**src/rtl/pcpi_issue_ctrl.sv**
```systemverilog
// rtl/pcpi_issue_ctrl.sv - PCPI master-side issue controller with no-response timeout trap
// Optional macro PCPI_ISSUE_PERF_EN adds perf_busy/perf_traps counters.
module pcpi_issue_ctrl #(
  parameter int TIMEOUT_CYCLES = 16,
  parameter int CNT_W          = 8
) (
  input  logic        clk,
  input  logic        resetn,
  input  logic        req_valid,
  output logic        req_ready,
  input  logic [31:0] req_insn,
  input  logic [31:0] req_rs1,
  input  logic [31:0] req_rs2,
  output logic        pcpi_valid,
  output logic [31:0] pcpi_insn,
  output logic [31:0] pcpi_rs1,
  output logic [31:0] pcpi_rs2,
  input  logic        pcpi_wr,
  input  logic [31:0] pcpi_rd,
  input  logic        pcpi_wait,
  input  logic        pcpi_ready,
  output logic        rsp_valid,
  input  logic        rsp_ready,
  output logic        rsp_wr,
  output logic [31:0] rsp_rd,
  output logic        rsp_trap
`ifdef PCPI_ISSUE_PERF_EN
  ,
  output logic [31:0] perf_busy,
  output logic [15:0] perf_traps
`endif
);

  typedef enum logic [1:0] {IDLE, ISSUE, RESP} state_t;

  localparam logic [CNT_W-1:0] CNT_LAST = CNT_W'(TIMEOUT_CYCLES - 1);

  state_t            state, state_nxt;
  logic [CNT_W-1:0]  cnt, cnt_nxt;
  logic              pcpi_valid_nxt, rsp_valid_nxt, rsp_wr_nxt, rsp_trap_nxt;
  logic [31:0]       pcpi_insn_nxt, pcpi_rs1_nxt, pcpi_rs2_nxt, rsp_rd_nxt;
  logic              trap_evt;

  assign req_ready = (state == IDLE);

  always_ff @(posedge clk) begin
    if (!resetn) begin
      state      <= IDLE;
      cnt        <= '0;
      pcpi_valid <= 1'b0;
      pcpi_insn  <= '0;
      pcpi_rs1   <= '0;
      pcpi_rs2   <= '0;
      rsp_valid  <= 1'b0;
      rsp_wr     <= 1'b0;
      rsp_rd     <= '0;
      rsp_trap   <= 1'b0;
    end else begin
      state      <= state_nxt;
      cnt        <= cnt_nxt;
      pcpi_valid <= pcpi_valid_nxt;
      pcpi_insn  <= pcpi_insn_nxt;
      pcpi_rs1   <= pcpi_rs1_nxt;
      pcpi_rs2   <= pcpi_rs2_nxt;
      rsp_valid  <= rsp_valid_nxt;
      rsp_wr     <= rsp_wr_nxt;
      rsp_rd     <= rsp_rd_nxt;
      rsp_trap   <= rsp_trap_nxt;
    end
  end

  always_comb begin
    state_nxt      = state;
    cnt_nxt        = cnt;
    pcpi_valid_nxt = pcpi_valid;
    pcpi_insn_nxt  = pcpi_insn;
    pcpi_rs1_nxt   = pcpi_rs1;
    pcpi_rs2_nxt   = pcpi_rs2;
    rsp_valid_nxt  = rsp_valid;
    rsp_wr_nxt     = rsp_wr;
    rsp_rd_nxt     = rsp_rd;
    rsp_trap_nxt   = rsp_trap;
    trap_evt       = 1'b0;
    case (state)
      IDLE: begin
        if (req_valid) begin
          pcpi_insn_nxt  = req_insn;
          pcpi_rs1_nxt   = req_rs1;
          pcpi_rs2_nxt   = req_rs2;
          pcpi_valid_nxt = 1'b1;
          cnt_nxt        = '0;
          state_nxt      = ISSUE;
        end
      end
      ISSUE: begin
        // A slave completing in the timeout cycle still wins over the trap.
        if (pcpi_ready) begin
          rsp_wr_nxt     = pcpi_wr;
          rsp_rd_nxt     = pcpi_rd;
          rsp_trap_nxt   = 1'b0;
          pcpi_valid_nxt = 1'b0;
          rsp_valid_nxt  = 1'b1;
          state_nxt      = RESP;
        end else if (pcpi_wait) begin
          cnt_nxt = '0;
        end else if (cnt == CNT_LAST) begin
          rsp_trap_nxt   = 1'b1;
          rsp_wr_nxt     = 1'b0;
          rsp_rd_nxt     = '0;
          pcpi_valid_nxt = 1'b0;
          rsp_valid_nxt  = 1'b1;
          trap_evt       = 1'b1;
          state_nxt      = RESP;
        end else begin
          cnt_nxt = cnt + 1'b1;
        end
      end
      RESP: begin
        if (rsp_ready) begin
          rsp_valid_nxt = 1'b0;
          state_nxt     = IDLE;
        end
      end
      default: state_nxt = IDLE;
    endcase
  end

`ifdef PCPI_ISSUE_PERF_EN
  always_ff @(posedge clk) begin
    if (!resetn) begin
      perf_busy  <= '0;
      perf_traps <= '0;
    end else begin
      if (state == ISSUE) perf_busy <= perf_busy + 1'b1;
      if (trap_evt) perf_traps <= perf_traps + 1'b1;
    end
  end
`endif

endmodule

```
**config.mk**
```make
export PLATFORM = sky130hd
export DESIGN_NAME = pcpi_issue_ctrl
export DESIGN_NICKNAME = d
export VERILOG_FILES = /design/src/rtl/pcpi_issue_ctrl.sv
export SDC_FILE = /design/constraint.sdc
export NUM_CORES = 1
export LEC_CHECK = 0
export BUFFER_PORTS_ARGS = -buffer_cell sky130_fd_sc_hd__buf_2
export CORE_MARGIN = 3
export CORE_UTILIZATION = 40
export CTS_CLUSTER_SIZE = 16
export DETAILED_ROUTE_END_ITERATION = 16
export GPL_ROUTABILITY_DRIVEN = 0
export PLACE_DENSITY = 0.88
export SLEW_MARGIN = 20
export SYNTH_ARGS = -nofsm -noshare
export SYNTH_HDL_FRONTEND = slang
export SYNTH_SLANG_ARGS = --single-unit
```
**constraint.sdc**
```tcl
create_clock -name clk -period 1.56 [get_ports clk]
set_input_delay 0.234 -clock clk [delete_from_list [all_inputs] [get_ports clk]]
set_output_delay 0.234 -clock clk [all_outputs]
set_load 0.1 [all_outputs]
```
After elaboration in Yosys (flattened, before gate mapping)
Index checks and enable logic that the tools add are counted.

Bits in writable memories: 0. Input bits: 135. Memories kept: 0. Word-level logic and storage cells: 57. Bits in latches: 0. Output and inout bits: 133. Bits in registers: 142. ROM bits: 0.

Divide/modulo/power cells: 0. Reductions and logical operators: 10. Bitwise gates (word level): 0. Mux-type cells: 26. $add $sub $neg: 1. Magnitude comparators: 0. Equality and inequality tests: 10. Shift-type cells: 0. Multipliers: 0.

Operator list (count): two-way mux 32 bit (3); two-way mux 8 bit (4); one-hot mux 8 bit (2 select lines) (1); AND reduction 4 bit (4); two-way mux 1 bit (10); two-way mux 2 bit (5); inequality test 3 bit (second input constant) (3); adder 8 x 1 -> 8 bit (second input constant) (1); == test 8 x 4 -> 1 bit (second input constant) (1); inequality test 2 bit (second input constant) (3); one-hot mux 2 bit (3 select lines) (1); nonzero test 2 bit (3); one-hot mux 1 bit (2 select lines) (2); AND reduction 3 bit (1); == test 2 x 1 -> 1 bit (second input constant) (1); == test 2 bit (second input constant) (1); zero test 2 bit (1); inequality test 2 x 1 -> 1 bit (second input constant) (1); AND reduction 2 bit (1).

Longest topological paths before layout
Depth after elaboration: 5. Depth in mapped cells: 7. Depth with buffers taken out: 5.

Least setup slack after synthesis
No wires, ideal clock.

Kind: reg-to-reg. From: reg state[1]. To: reg pcpi_rs1[0]. Data required time: 1490 ps. Clock period less this slack: 2567 ps. Stages on the path, launching flop included: 7. Library setup time: 70 ps. Path slack: -1007 ps. Path buffers: 2. Arrival: 2496 ps. Cell sequence: dfxtp_1 nor2_1 and2_1 buf_2 clkbuf_1 nand2_1 a21oi_1.

Word-level cells in the longest chain between the ends: 2.

Ends and longest elaborated chain: start, declared (line 38) `state_t state, state_nxt;`; start signal, assigned (line 59) `state <= state_nxt;`; zero test 2 bit; named net req_ready (line 10) `output logic req_ready,`; AND reduction 2 bit (no line); end signal, assigned (line 63) `pcpi_rs1 <= pcpi_rs1_nxt;`; end, declared (line 16) `output logic [31:0] pcpi_rs1,`.

The timed path passes the listed nets, and every way through them passes these cells. A chain may end at the register's enable or synchronous reset.

Worst setup path in the final report
From: reg cnt[0]. To: reg rsp_rd[26].

Word-level cells in the longest chain between the ends: 3.

Ends and longest elaborated chain: start, declared (line 39) `logic [CNT_W-1:0] cnt, cnt_nxt;`; start signal, assigned (line 60) `cnt <= cnt_nxt;`; == test 8 x 4 -> 1 bit (line 106) `end else if (cnt == CNT_LAST) begin`; nonzero test 2 bit (no line); AND reduction 3 bit (no line); end signal, assigned (line 67) `rsp_rd <= rsp_rd_nxt;`; end, declared (line 25) `output logic [31:0] rsp_rd,`.

Every way passes these cells.

==> impl_metrics.json <==
{
  "crit_fanout": 34,
  "drtPass1Iterations": 4,
  "p_per_area_mw_per_mm2": 1433,
  "synth_warnings": 0,
  "drc_errors": 0,
  "synth_area_leaders": "dfxtp_1 57%, nand2_1 15%, a21oi_1 10%",
  "irDropWorstVdd_v": 0.001182,
  "leakage_nw": 3.405,
  "hold_viol": 0,
  "cts_made_buffers": 17,
  "finalWirelength_mm": 13.59,
  "worstHoldPathType": "in2reg",
  "crit_required_ns": 1.86,
  "grt_overflow": 0,
  "core_area_mm2": 0.01206,
  "diodes": 0,
  "synth_top_area_share_pct": 57.23,
  "portBuffers": 267,
  "chipHeight_um": 117.4,
  "period_share_pct": 97.17,
  "syn_nets": 700,
  "worstMarginPinSlew_ns": 0.5258,
  "ys_ff_latch": 142,
  "io_pins": 268,
  "slew_violations": 0,
  "synth_area_per_cell_um2": 8.807,
  "drv_cap": 0,
  "avgRoutedWirePerCell_um": 13.47,
  "worstPathArrival_ns": 1.81,
  "rsz0062_at_grt": "true",
  "fillerInstances": 1047,
  "clkSinkCount": 142,
  "drive_gt1_share_pct": 39.24,
  "setup_viol": 0,
  "grtUsageTotal_pct": 19.32,
  "yosys-top-cells-count": "195 x nand2_1, 142 x dfxtp_1, 100 x a21oi_1",
  "fmaxAchievable_ghz": 0.6597,
  "grt_pass1_wl_mm": 22.02,
  "grt_max_degree": 98,
  "htree_levels": 4,
  "dieWidth_um": 117.4,
  "yosys.area.top_type": "dfxtp_1",
  "yosysMostFrequentCell": "nand2_1",
  "worst_setup_path_start_kind": "flop",
  "viasPerCell": 4.789,
  "place_inst": 977,
  "worstSetupPathType": "reg2reg",
  "fin_util_pct": 58.90,
  "synth_cells": 564,
  "dp.final_hpwl_mm": 9.773,
  "finClkSkew_ns": 0.009273,
  "clockBufferDepth": 2,
  "root_buffer": "clkbuf_16",
  "drt_iter0_markers": 390,
  "synthFlopType": "dfxtp_1",
  "synth_edf_count": 0,
  "instances_no_fill": 1009,
  "cp-end-kind": "flop",
  "rows": 40,
  "antenna_found_initial": 0,
  "status": "complete, no violations",
  "ant_nets": 0,
  "layout.nets": 964,
  "grt_pass1_vias": 4579,
  "cts_tree": "yes",
  "start_util_pct": 41.18,
  "path_clk_slew_ns": 0.06,
  "async_flop_share_pct": 0,
  "dieArea_mm2": 0.01379,
  "ys_seq_area_share_pct": 57.23,
  "clock_latency_ns": 0.41,
  "syn_to_final_growth_pct": 43.02,
  "netlist_area_mm2": 0.004967,
  "vias": 4832,
  "period_needed_ns": 1.516,
  "slew_headroom_pct": 65.19,
  "synth_cell_type_count": 39
}
routing by layer:
layer / routed length [um] / track usage (%) / vias up / part of all wire [%]
met5: 0 / 0 / - / 0
li1: - / - / 2425 / -
met4: 405 / 9.311 / 0 / 3.0
met1: 5485 / 22.57 / 2190 / 40
met3: 1003 / 6.991 / 35 / 7.4
met2: 6698 / 31.54 / 182 / 49
per-stage QoR:
| step | total power [mW] | setup TNS (ns) | hold WS [ns] | worst slack (ns) | instance area (um2) |
|---|---|---|---|---|---|
| 6_report | 10.18 | 0 | 0.03399 | 0.04411 | 7104 |
| 5_1_grt | 10.57 | -0.004983 | 0.01492 | -0.002845 | 7104 |
| 4_1_cts | 10.27 | 0 | 0.01180 | 0.02271 | 7099 |
| 3_5_place_dp | 6.417 | 0 | 0.4430 | 0.03742 | 6529 |
| 3_3_place_gp | 6.389 | 0 | 0.4380 | 0.08187 | 6529 |
| 2_1_floorplan | 5.927 | -2.371 | 0.3310 | -0.06868 | 4996 |
flip-flops by register name, summed over array words and instances (netlist names):
signal / flops
pcpi_insn: 32
pcpi_rs1: 32
pcpi_rs2: 32
rsp_rd: 32
cnt: 8
state: 2
pcpi_valid: 1
rsp_trap: 1
rsp_valid: 1
rsp_wr: 1
critical path, cell delays in order (launching register included):
cell and delay, ns:
dfxtp_2 0.33, ha_2 0.17, and4b_4 0.28, a21o_4 0.15, a21oi_4 0.05, buf_12 0.17
a22o_1 0.24
cells in the final DEF, fill, tap and decap left out, types with 2 or more instances in the layout:
master | Yosys | layout
a21oi_1 | 100 | 100
a21oi_2 | 2 | 2
a22o_1 | 33 | 33
a31oi_1 | 5 | 5
and3_1 | 4 | 4
buf_12 | 0 | 6
buf_2 | 15 | 266
buf_4 | 4 | 12
bufinv_16 | 0 | 2
clkbuf_1 | 17 | 5
clkbuf_16 | 0 | 17
clkinv_2 | 0 | 2
clkinvlp_4 | 0 | 3
dfxtp_1 | 142 | 138
dfxtp_2 | 0 | 4
inv_1 | 4 | 4
nand2_1 | 195 | 195
nand3_1 | 3 | 3
nor2_1 | 6 | 5
nor2_4 | 1 | 2
nor3_1 | 2 | 2
nor3b_1 | 2 | 2
o21a_1 | 3 | 3
o21ai_0 | 2 | 2
o21ai_1 | 2 | 2
worst paths after layout:
kind	to	depth (start not counted)	slack (ns)	from
max reg2reg	rsp_rd[26]	6	0.04	cnt[0]
min reg2reg	pcpi_rs2[31]	2	0.45	pcpi_rs2[31]
max	rsp_rd[26]	6	0.04	cnt[0]
min	rsp_rd[19]	2	0.03	pcpi_rd[19]
kinds of logic (layout without fill, tap and decap cells):
logic type	after synthesis	count (layout)	synth area share, %
multiplexers	1	1	0.2267
adder cells (fa/ha/maj)	1	1	0.2518
buffers and inverters	44	321	4.458
AO/OA/AOI/OAI	155	155	19.50
AND/OR/NAND/NOR	221	221	18.34
flip-flops	142	142	57.23
cell type report:
type                    count  area [um2]  share of cell area (%)
clock buffers              23       457.9                   6.446
clock inverters             9       110.1                   1.550
inverters                   5       18.77                  0.2642
multi-input cells         378        1918                   27.00
flip-flops and latches    142        2848                   40.08
well taps                 168       210.2                   2.959
repair buffers            284        1541                   21.70
where the power goes:
| group | switching (mW) | internal [mW] | leakage (nW) |
|---|---|---|---|
| Clock | 1.45 | 2.40 | 0.268 |
| Sequential | 0.0993 | 3.83 | 1.16 |
| Combinational | 1.95 | 0.454 | 1.97 |
timing repair:
item,in CTS,in global routing
setup buffers,0,0
pin swaps,0,2
endpoints found under the setup margin,1,36
gates resized for setup,1,3
hold buffers,0,0
Note: power is estimated with default switching activity, not from simulation.
